**src/rtl/uart_tx_pkg.sv**
```systemverilog
// Shared types and constants for the UART transmitter that drains the CREM FIFO.
package uart_tx_pkg;

  typedef enum logic [2:0] {
    IDLE,
    START,
    DATA,
    PARITY,
    STOP
  } tx_state_t;

  localparam logic IDLE_LVL  = 1'b1;
  localparam logic START_LVL = 1'b0;
  localparam logic STOP_LVL  = 1'b1;

  localparam logic PAR_EVEN = 1'b0;
  localparam logic PAR_ODD  = 1'b1;

endpackage

```
**src/rtl/uart_tx_bit_timer.sv**
```systemverilog
// Per-bit cycle counter: counts 0..prescale-1 and pulses bit_done on the last
// cycle of each bit. Wraps to 0 on its own so consecutive bits need no restart.
module uart_tx_bit_timer #(
  parameter int PRESCALE_WIDTH = 8
) (
  input  logic                      CLK,
  input  logic                      RST,
  input  logic                      restart,
  input  logic [PRESCALE_WIDTH-1:0] prescale,
  output logic                      bit_done
);

  localparam logic [PRESCALE_WIDTH-1:0] ONE = PRESCALE_WIDTH'(1);

  logic [PRESCALE_WIDTH-1:0] cnt;

  // prescale is the latched, already non-zero value, so prescale-1 never underflows
  assign bit_done = (cnt == (prescale - ONE));

  // Hold at zero while restarted, otherwise count up and wrap at the bit boundary.
  always_ff @(posedge CLK) begin
    if (RST) begin
      cnt <= '0;
    end else if (restart || bit_done) begin
      cnt <= '0;
    end else begin
      cnt <= cnt + ONE;
    end
  end

endmodule

```
**src/rtl/uart_tx_fifo_drain.sv**
```systemverilog
// Pops bytes from the FIFO read port and sends each as a UART frame:
// start bit, data LSB first, optional parity, one stop bit.
//
// state  | meaning
// IDLE   | line high, waiting for a non-empty FIFO
// START  | driving the start bit
// DATA   | shifting out data bits, LSB first
// PARITY | driving the parity bit (only when parity latched enabled)
// STOP   | driving the stop bit; last cycle may pop the next byte
module uart_tx_fifo_drain
  import uart_tx_pkg::*;
#(
  parameter int DATA_WIDTH     = 8,
  parameter int PRESCALE_WIDTH = 8
) (
  input  logic                      CLK,
  input  logic                      RST,
  input  logic                      EMPTY,
  input  logic [DATA_WIDTH-1:0]     RD_DATA,
  output logic                      R_INC,
  input  logic                      PAR_EN,
  input  logic                      PAR_TYP,
  input  logic [PRESCALE_WIDTH-1:0] PRESCALE,
  output logic                      TX_OUT,
  output logic                      BUSY
);

  localparam int IDX_W = (DATA_WIDTH > 1) ? $clog2(DATA_WIDTH) : 1;
  localparam logic [IDX_W-1:0] LAST_BIT = IDX_W'(DATA_WIDTH - 1);
  localparam logic [IDX_W-1:0] IDX_ONE  = IDX_W'(1);
  localparam logic [PRESCALE_WIDTH-1:0] PS_ONE = PRESCALE_WIDTH'(1);

  tx_state_t                 state, state_nxt;
  logic [DATA_WIDTH-1:0]     shift_q, shift_nxt;
  logic [IDX_W-1:0]          bit_idx;
  logic [PRESCALE_WIDTH-1:0] presc_q;
  logic                      par_en_q;
  logic                      par_bit_q;
  logic                      tx_q, tx_nxt;
  logic                      pop;
  logic                      bit_done;

  uart_tx_bit_timer #(
    .PRESCALE_WIDTH(PRESCALE_WIDTH)
  ) u_bit_timer (
    .CLK      (CLK),
    .RST      (RST),
    .restart  (state == IDLE),
    .prescale (presc_q),
    .bit_done (bit_done)
  );

  // State register.
  always_ff @(posedge CLK) begin
    if (RST) begin
      state <= IDLE;
    end else begin
      state <= state_nxt;
    end
  end

  // Next state and pop strobe; EMPTY only matters at the two pop points.
  always_comb begin
    state_nxt = state;
    pop       = 1'b0;
    case (state)
      IDLE: begin
        if (!EMPTY) begin
          pop       = 1'b1;
          state_nxt = START;
        end
      end
      START: begin
        if (bit_done) state_nxt = DATA;
      end
      DATA: begin
        if (bit_done && (bit_idx == LAST_BIT)) begin
          state_nxt = par_en_q ? PARITY : STOP;
        end
      end
      PARITY: begin
        if (bit_done) state_nxt = STOP;
      end
      STOP: begin
        if (bit_done) begin
          if (!EMPTY) begin
            pop       = 1'b1;
            state_nxt = START;
          end else begin
            state_nxt = IDLE;
          end
        end
      end
      default: state_nxt = IDLE;
    endcase
    if (RST) pop = 1'b0;
  end

  // Line level for the next cycle follows the state being entered.
  always_comb begin
    shift_nxt = shift_q;
    if (pop) begin
      shift_nxt = RD_DATA;
    end else if ((state == DATA) && bit_done) begin
      shift_nxt = shift_q >> 1;
    end
    case (state_nxt)
      START:   tx_nxt = START_LVL;
      DATA:    tx_nxt = shift_nxt[0];
      PARITY:  tx_nxt = par_bit_q;
      STOP:    tx_nxt = STOP_LVL;
      default: tx_nxt = IDLE_LVL;
    endcase
  end

  // Datapath: shift register, bit index, per-frame config latched at the pop.
  always_ff @(posedge CLK) begin
    if (RST) begin
      shift_q   <= '0;
      bit_idx   <= '0;
      presc_q   <= PS_ONE;
      par_en_q  <= 1'b0;
      par_bit_q <= 1'b0;
      tx_q      <= IDLE_LVL;
    end else begin
      shift_q <= shift_nxt;
      tx_q    <= tx_nxt;
      if (pop) begin
        bit_idx   <= '0;
        presc_q   <= (PRESCALE == '0) ? PS_ONE : PRESCALE;
        par_en_q  <= PAR_EN;
        par_bit_q <= (^RD_DATA) ^ (PAR_TYP == PAR_ODD);
      end else if ((state == DATA) && bit_done) begin
        bit_idx <= bit_idx + IDX_ONE;
      end
    end
  end

  assign R_INC  = pop;
  assign TX_OUT = tx_q;
  assign BUSY   = (state != IDLE);

endmodule

```
**config.mk**
```make
export PLATFORM = sky130hd
export DESIGN_NAME = uart_tx_fifo_drain
export DESIGN_NICKNAME = d
export VERILOG_FILES = /design/src/rtl/uart_tx_pkg.sv /design/src/rtl/uart_tx_bit_timer.sv /design/src/rtl/uart_tx_fifo_drain.sv
export SDC_FILE = /design/constraint.sdc
export NUM_CORES = 1
export LEC_CHECK = 0
export CAP_MARGIN = 10
export CORE_UTILIZATION = 55
export CTS_CLUSTER_DIAMETER = 200
export CTS_CLUSTER_SIZE = 24
export DETAILED_ROUTE_END_ITERATION = 10
export PLACE_DENSITY = 0.8
export SYNTH_ARGS = -nofsm -noshare
export SYNTH_HDL_FRONTEND = slang
export SYNTH_SLANG_ARGS = --single-unit
export TNS_END_PERCENT = 50
```
**constraint.sdc**
```tcl
create_clock -name CLK -period 7.9 [get_ports CLK]
set_clock_uncertainty 0.05 [all_clocks]
set_input_delay 0.79 -clock CLK [delete_from_list [all_inputs] [get_ports CLK]]
set_output_delay 0.79 -clock CLK [all_outputs]
set_load 0.02 [all_outputs]
```
# == After elaboration in Yosys (flattened, before gate mapping) ==
# Index checks and enable logic that the tools add are counted.
# classes
n_addsub,3
n_eq_ne,9
mux,16
bitwise_logic,1
reduce_logical,10
# op_table
cell,count
$mux W8,3
$mux W3,6
$pmux W3 S5,1
$eq A3 B2 Y1 const B,4
$add A8 B1 Y8 const B,1
$eq A8 B8 Y1,1
$logic_not A8 Y1,1
$reduce_xor A8 Y1,1
$sub A8 B1 Y8 const B,1
$eq A3 B1 Y1 const B,2
$eq A3 B3 Y1 const B,2
$mux W1,4
$reduce_or A2 Y1,2
$add A3 B1 Y3 const B,1
$logic_not A3 Y1,1
$pmux W1 S3,1
$reduce_bool A3 Y1,1
$logic_and A1 B1 Y1,2
$pmux W1 S2,1
$reduce_bool A2 Y1,1
$logic_or A1 B1 Y1,1
$xor A1 B1 Y1,1
# word_totals
register_bits,33
in_bits,21
output_inout_bits,3
wordCells,48

# == Longest topological paths before layout ==
# logic_depth
word_depth,7
ltp_mapped,11
ltp_nobuf,9

# == Modules after synthesis ==
# Synthesis repeated with hierarchy kept, for this count alone.
# hier_totals
hier_cells,186
area_unflattened_um2,1746.7
# modules_own_cells
mod,instances,cells_per_inst,area_per_inst_um2,seq_area_each_um2
uart_tx_fifo_drain,1,112,1118.6,500.5
uart_tx_bit_timer,1,74,628.1,160.2

# == Worst setup path after synthesis ==
# OpenSTA, ideal clock, no wires.
# synth_path
kind,register -> output
startpoint,register presc_q[0]
endpoint,output R_INC
arrival_time_ns,2.621
t_required_ns,7.060
path_slack_ns,4.439
path_stages_with_launch,10
n_path_buf,1
path_cell_list,dfxtp_1 inv_1 ha_1 or3b_1 or4_1 a211o_1 a211oi_4 o21ai_2 buf_2 nor2_1
# synth_via
elab_chain_len,5
# synth_rtl
item,line_no,text
"start, declared",uart_tx_fifo_drain.sv:36,logic [PRESCALE_WIDTH-1:0] presc_q;
"start signal, assigned",uart_tx_fifo_drain.sv:130,presc_q <= (PRESCALE == '0) ? PS_ONE : PRESCALE;
$sub A8 B1 Y8,uart_tx_bit_timer.sv:18,assign bit_done = (cnt == (prescale - ONE));
$eq A8 B8 Y1,uart_tx_bit_timer.sv:18,
$mux W1,uart_tx_fifo_drain.sv:85,if (bit_done) begin
$pmux W1 S2,uart_tx_fifo_drain.sv:66,case (state)
$mux W1,uart_tx_fifo_drain.sv:96,if (RST) pop = 1'b0;
"end, declared",uart_tx_fifo_drain.sv:20,"output logic R_INC,"
# No other way between the ends.

# == Final worst setup path ==
# Ends and elaborated chain as after synthesis.

==> summary by stage <==
Synth
The total of flip-flops plus latches after synthesis is 33. In this run, distinct cell masters in the synthesized netlist total 51. The post-synthesis net count is 240. In the synthesized netlist, the number of instances is 215. In this run the cell area of the synthesized design comes to 1840 um2.

Yosys printed 0 warnings. After synthesis, the share of flip-flops with an asynchronous set or reset is 0%. After synthesis, the mean cell area works out to 8.57 um2. For this run, the register share of the synthesized area comes to 35.9%. The commonest register cell after synthesis is sky130_fd_sc_hd__dfxtp_1. The synthesized design contains 0 enable-type register cells.

Die
The area inside the core boundary is 3100 um2. The overall die width is 59.9 um. The die is 59.9 um tall. The floorplan has 20 rows. The initial utilization of the core area, before any placement, comes to 59.4%.

The floorplan die area is 3580 um2. The number of top-level design ports is 24.

STA
The total count of max-transition violations in the final report came to 0. At the pin with the least slew margin, the transition time is 728 ps. Timing would allow up to 0.220 GHz.

The final setup slack of the worst path is 3350 ps. The time the final worst path needs with I/O delays and setup is 4550 ps. Setup repair after global routing left no endpoint under its margin. The final hold violation count was 0. Measured against its own limit, the worst slew margin works out to 51.2%. After routing, the total negative slack on setup checks comes to 0 ps.

Setup violations remaining at the end of the flow were counted as 0. Of the available clock period, the critical path in the final layout requires 57.5%.

Worst setup path
The reg-to-reg setup timing slack is 4670 ps. The worst setup path is of the reg -> out kind. The element type at the critical path end is an output port. The launching element type of the critical path is a flop. The path depth of the worst reg2reg path is 9. The endpoint of the worst register-to-register path is TX_OUT. For this run, the slowest stage of the critical path takes 610 ps. The cell with the largest stage delay on the worst path is sky130_fd_sc_hd__clkdlybuf4s50_1. Data arrives at the worst endpoint at 3710 ps. At the worst endpoint, the required time is 7060 ps.

The largest driver fanout on the critical path is 27. The startpoint of the lowest-slack register-to-register path is presc_q[0]. Traced cell by cell, the critical path runs through inv_1, ha_1, or3b_1, or4_1, a211o_1, a211oi_4, o21ai_2, buf_4, nor2_1, clkdlybuf4s50_1.

CTS
The clock slew at the register clock pins of the worst setup and hold paths is 90 ps. The post-CTS repair timing setup buffer count is 0. Buffers inserted during clock tree synthesis total 5.

The number of gates resized after CTS was 0. Clock tree synthesis selected as its root buffer the cell sky130_fd_sc_hd__clkbuf_4. The number of buffers between clock root and the deepest sink is 2. The number of buffers inserted by hold repair at cts is 0. The H-tree was split into 2 levels. TritonCTS built the clock tree. Clock latency on the worst-skew pair, taken at its later pin, is 330 ps. The clock sink total is 33.

Routing
The detail route stage leaves a number of antenna-violating nets equal to 0. The via density per instance is 5.56. The mean routed wirelength per cell is 12.6 um. For this run, the detailed router's first-pass iteration total came to 4. The total number of vias is 1545. The aggregate routed wire length is 3490 um. The residual DRC count is 0.

The number of design-rule violations left by the first detailed-router iteration is 84.

Placed design
Routability-driven placement finished with a final weighted congestion of 0.904. Buffers placed on the I/O ports in this run total 23. The detailed-placement wirelength estimate is 2560 um. The cell area reported after detailed placement is 2070 um2.

Timing analysis after detailed placement gives a worst setup slack of 3720 ps.

Cells and area
The register area is 661 um2. Compared with the post-synthesis result, the final layout area differs by 14.8%. The multi-input combinational cells in the finished layout cover a total of 1090 um2. The cell area after layout is 2110 um2.

The number of nets at the end of the flow is 260. The library cells used most frequently in the layout, excluding fill and tap cells, are sky130_fd_sc_hd__dfxtp_1 (33), sky130_fd_sc_hd__nand2_1 (26), sky130_fd_sc_hd__nor2_1 (23), sky130_fd_sc_hd__clkdlybuf4s50_1 (23), sky130_fd_sc_hd__nand3_1 (16). The repair_antennas step left the layout with diodes totalling 0. Cells with a size suffix above 1 make up 8.55% of the layout. The library cell used most frequently in the layout, excluding fill and tap cells, is sky130_fd_sc_hd__dfxtp_1.

The number of fillers in the final layout is 282.

Hold path
The worst hold path startpoint is shift_q[7]. The end point of the worst hold path is shift_q[7]. The worst hold path belongs to the class reg -> reg. Along the worst hold path, the cell count comes to 2.

Power
The leakage power figure is 0.795 nW. The cell area power density is 197 nW/um2. The worst IR drop on VDD is 0.120 mV.

Run
Max-cap violations in this run came to 0.

GRT
Entering global routing, the biggest net connects 28 pins. Global routing used 23.1% of the available tracks. The global-route wire length before repair is 6180 um. For this run the aggregate overflow at the end of global routing stands at 0. The via count of the first global-routing pass came to 1411. The number of antenna violations at the first check in global routing is 0.

Run status
The run finished with clean final reports.
[worst max path at each step]
stage / startpoint / endpoint / slack (ps)
after floorplan: presc_q[0] / R_INC / 4440
after global placement: presc_q[0] / R_INC / 3780
after detailed placement: presc_q[0] / R_INC / 3720
after CTS: presc_q[0] / R_INC / 3340
after global routing: presc_q[0] / R_INC / 3160
final: presc_q[0] / R_INC / 3350
[registers in the layout (all words and copies together), names as in the netlist]
| register | count |
|---|---|
| presc_q | 8 |
| bit_idx | 3 |
| par_en_q | 1 |
| shift_q | 8 |
| par_bit_q | 1 |
| TX_OUT | 1 |
| u_bit_timer.cnt | 8 |
| state | 3 |
[cell usage after synthesis (2+ instances only)]
master | count | area, um2
sky130_fd_sc_hd__a21oi_1 | 12 | 60.1
sky130_fd_sc_hd__o211ai_1 | 2 | 15.0
sky130_fd_sc_hd__xor2_1 | 10 | 87.6
sky130_fd_sc_hd__a311oi_1 | 7 | 61.3
sky130_fd_sc_hd__buf_6 | 3 | 33.8
sky130_fd_sc_hd__ha_1 | 4 | 50.1
sky130_fd_sc_hd__mux2i_1 | 4 | 40.0
sky130_fd_sc_hd__or4_1 | 2 | 15.0
sky130_fd_sc_hd__nor4_1 | 2 | 12.5
sky130_fd_sc_hd__dfxtp_1 | 33 | 661
sky130_fd_sc_hd__nand3_1 | 16 | 80.1
sky130_fd_sc_hd__and3_1 | 3 | 18.8
sky130_fd_sc_hd__and2_1 | 2 | 12.5
sky130_fd_sc_hd__a211o_1 | 2 | 17.5
sky130_fd_sc_hd__inv_1 | 6 | 22.5
sky130_fd_sc_hd__clkbuf_1 | 6 | 22.5
sky130_fd_sc_hd__nor3_2 | 2 | 20.0
sky130_fd_sc_hd__buf_2 | 2 | 10.0
sky130_fd_sc_hd__or3_1 | 2 | 12.5
sky130_fd_sc_hd__nor2_1 | 23 | 86.3
sky130_fd_sc_hd__xnor2_1 | 12 | 105
sky130_fd_sc_hd__nand2_1 | 26 | 97.6
sky130_fd_sc_hd__nor3_1 | 6 | 30.0
[worst max-delay path: cells and delay by family, from the launching register on]
family / cells / cell delay [ps]
adder cells (fa/ha/maj): 1 / 210
flip-flops: 1 / 360
AND/OR/NAND/NOR: 3 / 940
AO/OA/AOI/OAI: 3 / 960
buffers and inverters: 3 / 910
[cell type report]
cell class / count / share of cell area [%]
Multi-Input combinational cell: 164 / 51.5
Inverter: 6 / 1.07
Timing Repair Buffer: 25 / 11.6
Tap cell: 44 / 2.60
Clock inverter: 1 / 0.237
Clock buffer: 5 / 1.78
Sequential cell: 33 / 31.2
[cell families (layout without fill, tap and decap cells)]
family / after synthesis / in the layout / share of synthesized area, %
and+or+nand+nor: 94 / 94 / 26.1
AOI/OAI and AO/OA: 38 / 38 / 16.2
DFF: 33 / 33 / 35.9
xor gates and xnor gates: 23 / 23 / 11.3
buffers and inverters: 18 / 37 / 5.03
muxes: 5 / 5 / 2.79
adders and majority gates: 4 / 4 / 2.72
[routing by layer]
layer	GRT usage, %	vias up	part of all wire, %
met5	0	-	0
met2	34.0	27	42
met4	8.97	0	2.1
met1	32.2	707	53
met3	5.84	9	2.8
li1	-	802	-
[power by group]
group | internal [W] | switching (W) | leakage [nW]
Clock | 0.0000308 | 0.0000510 | 0.0269
Sequential | 0.000184 | 0.0000171 | 0.270
Combinational | 0.0000619 | 0.0000728 | 0.498
[through the flow]
stage                     std cells  util, %  hold slack, ps  power [W]
after global placement          272     66.8             419   0.000337
after global routing            278     68.1             454   0.000446
after floorplan                 215        -             398   0.000306
after CTS                       278     68.1             435   0.000420
after detailed placement        272     66.8             420   0.000339
final                           278     68.1             439   0.000417
(Power assumes the default switching activity.)
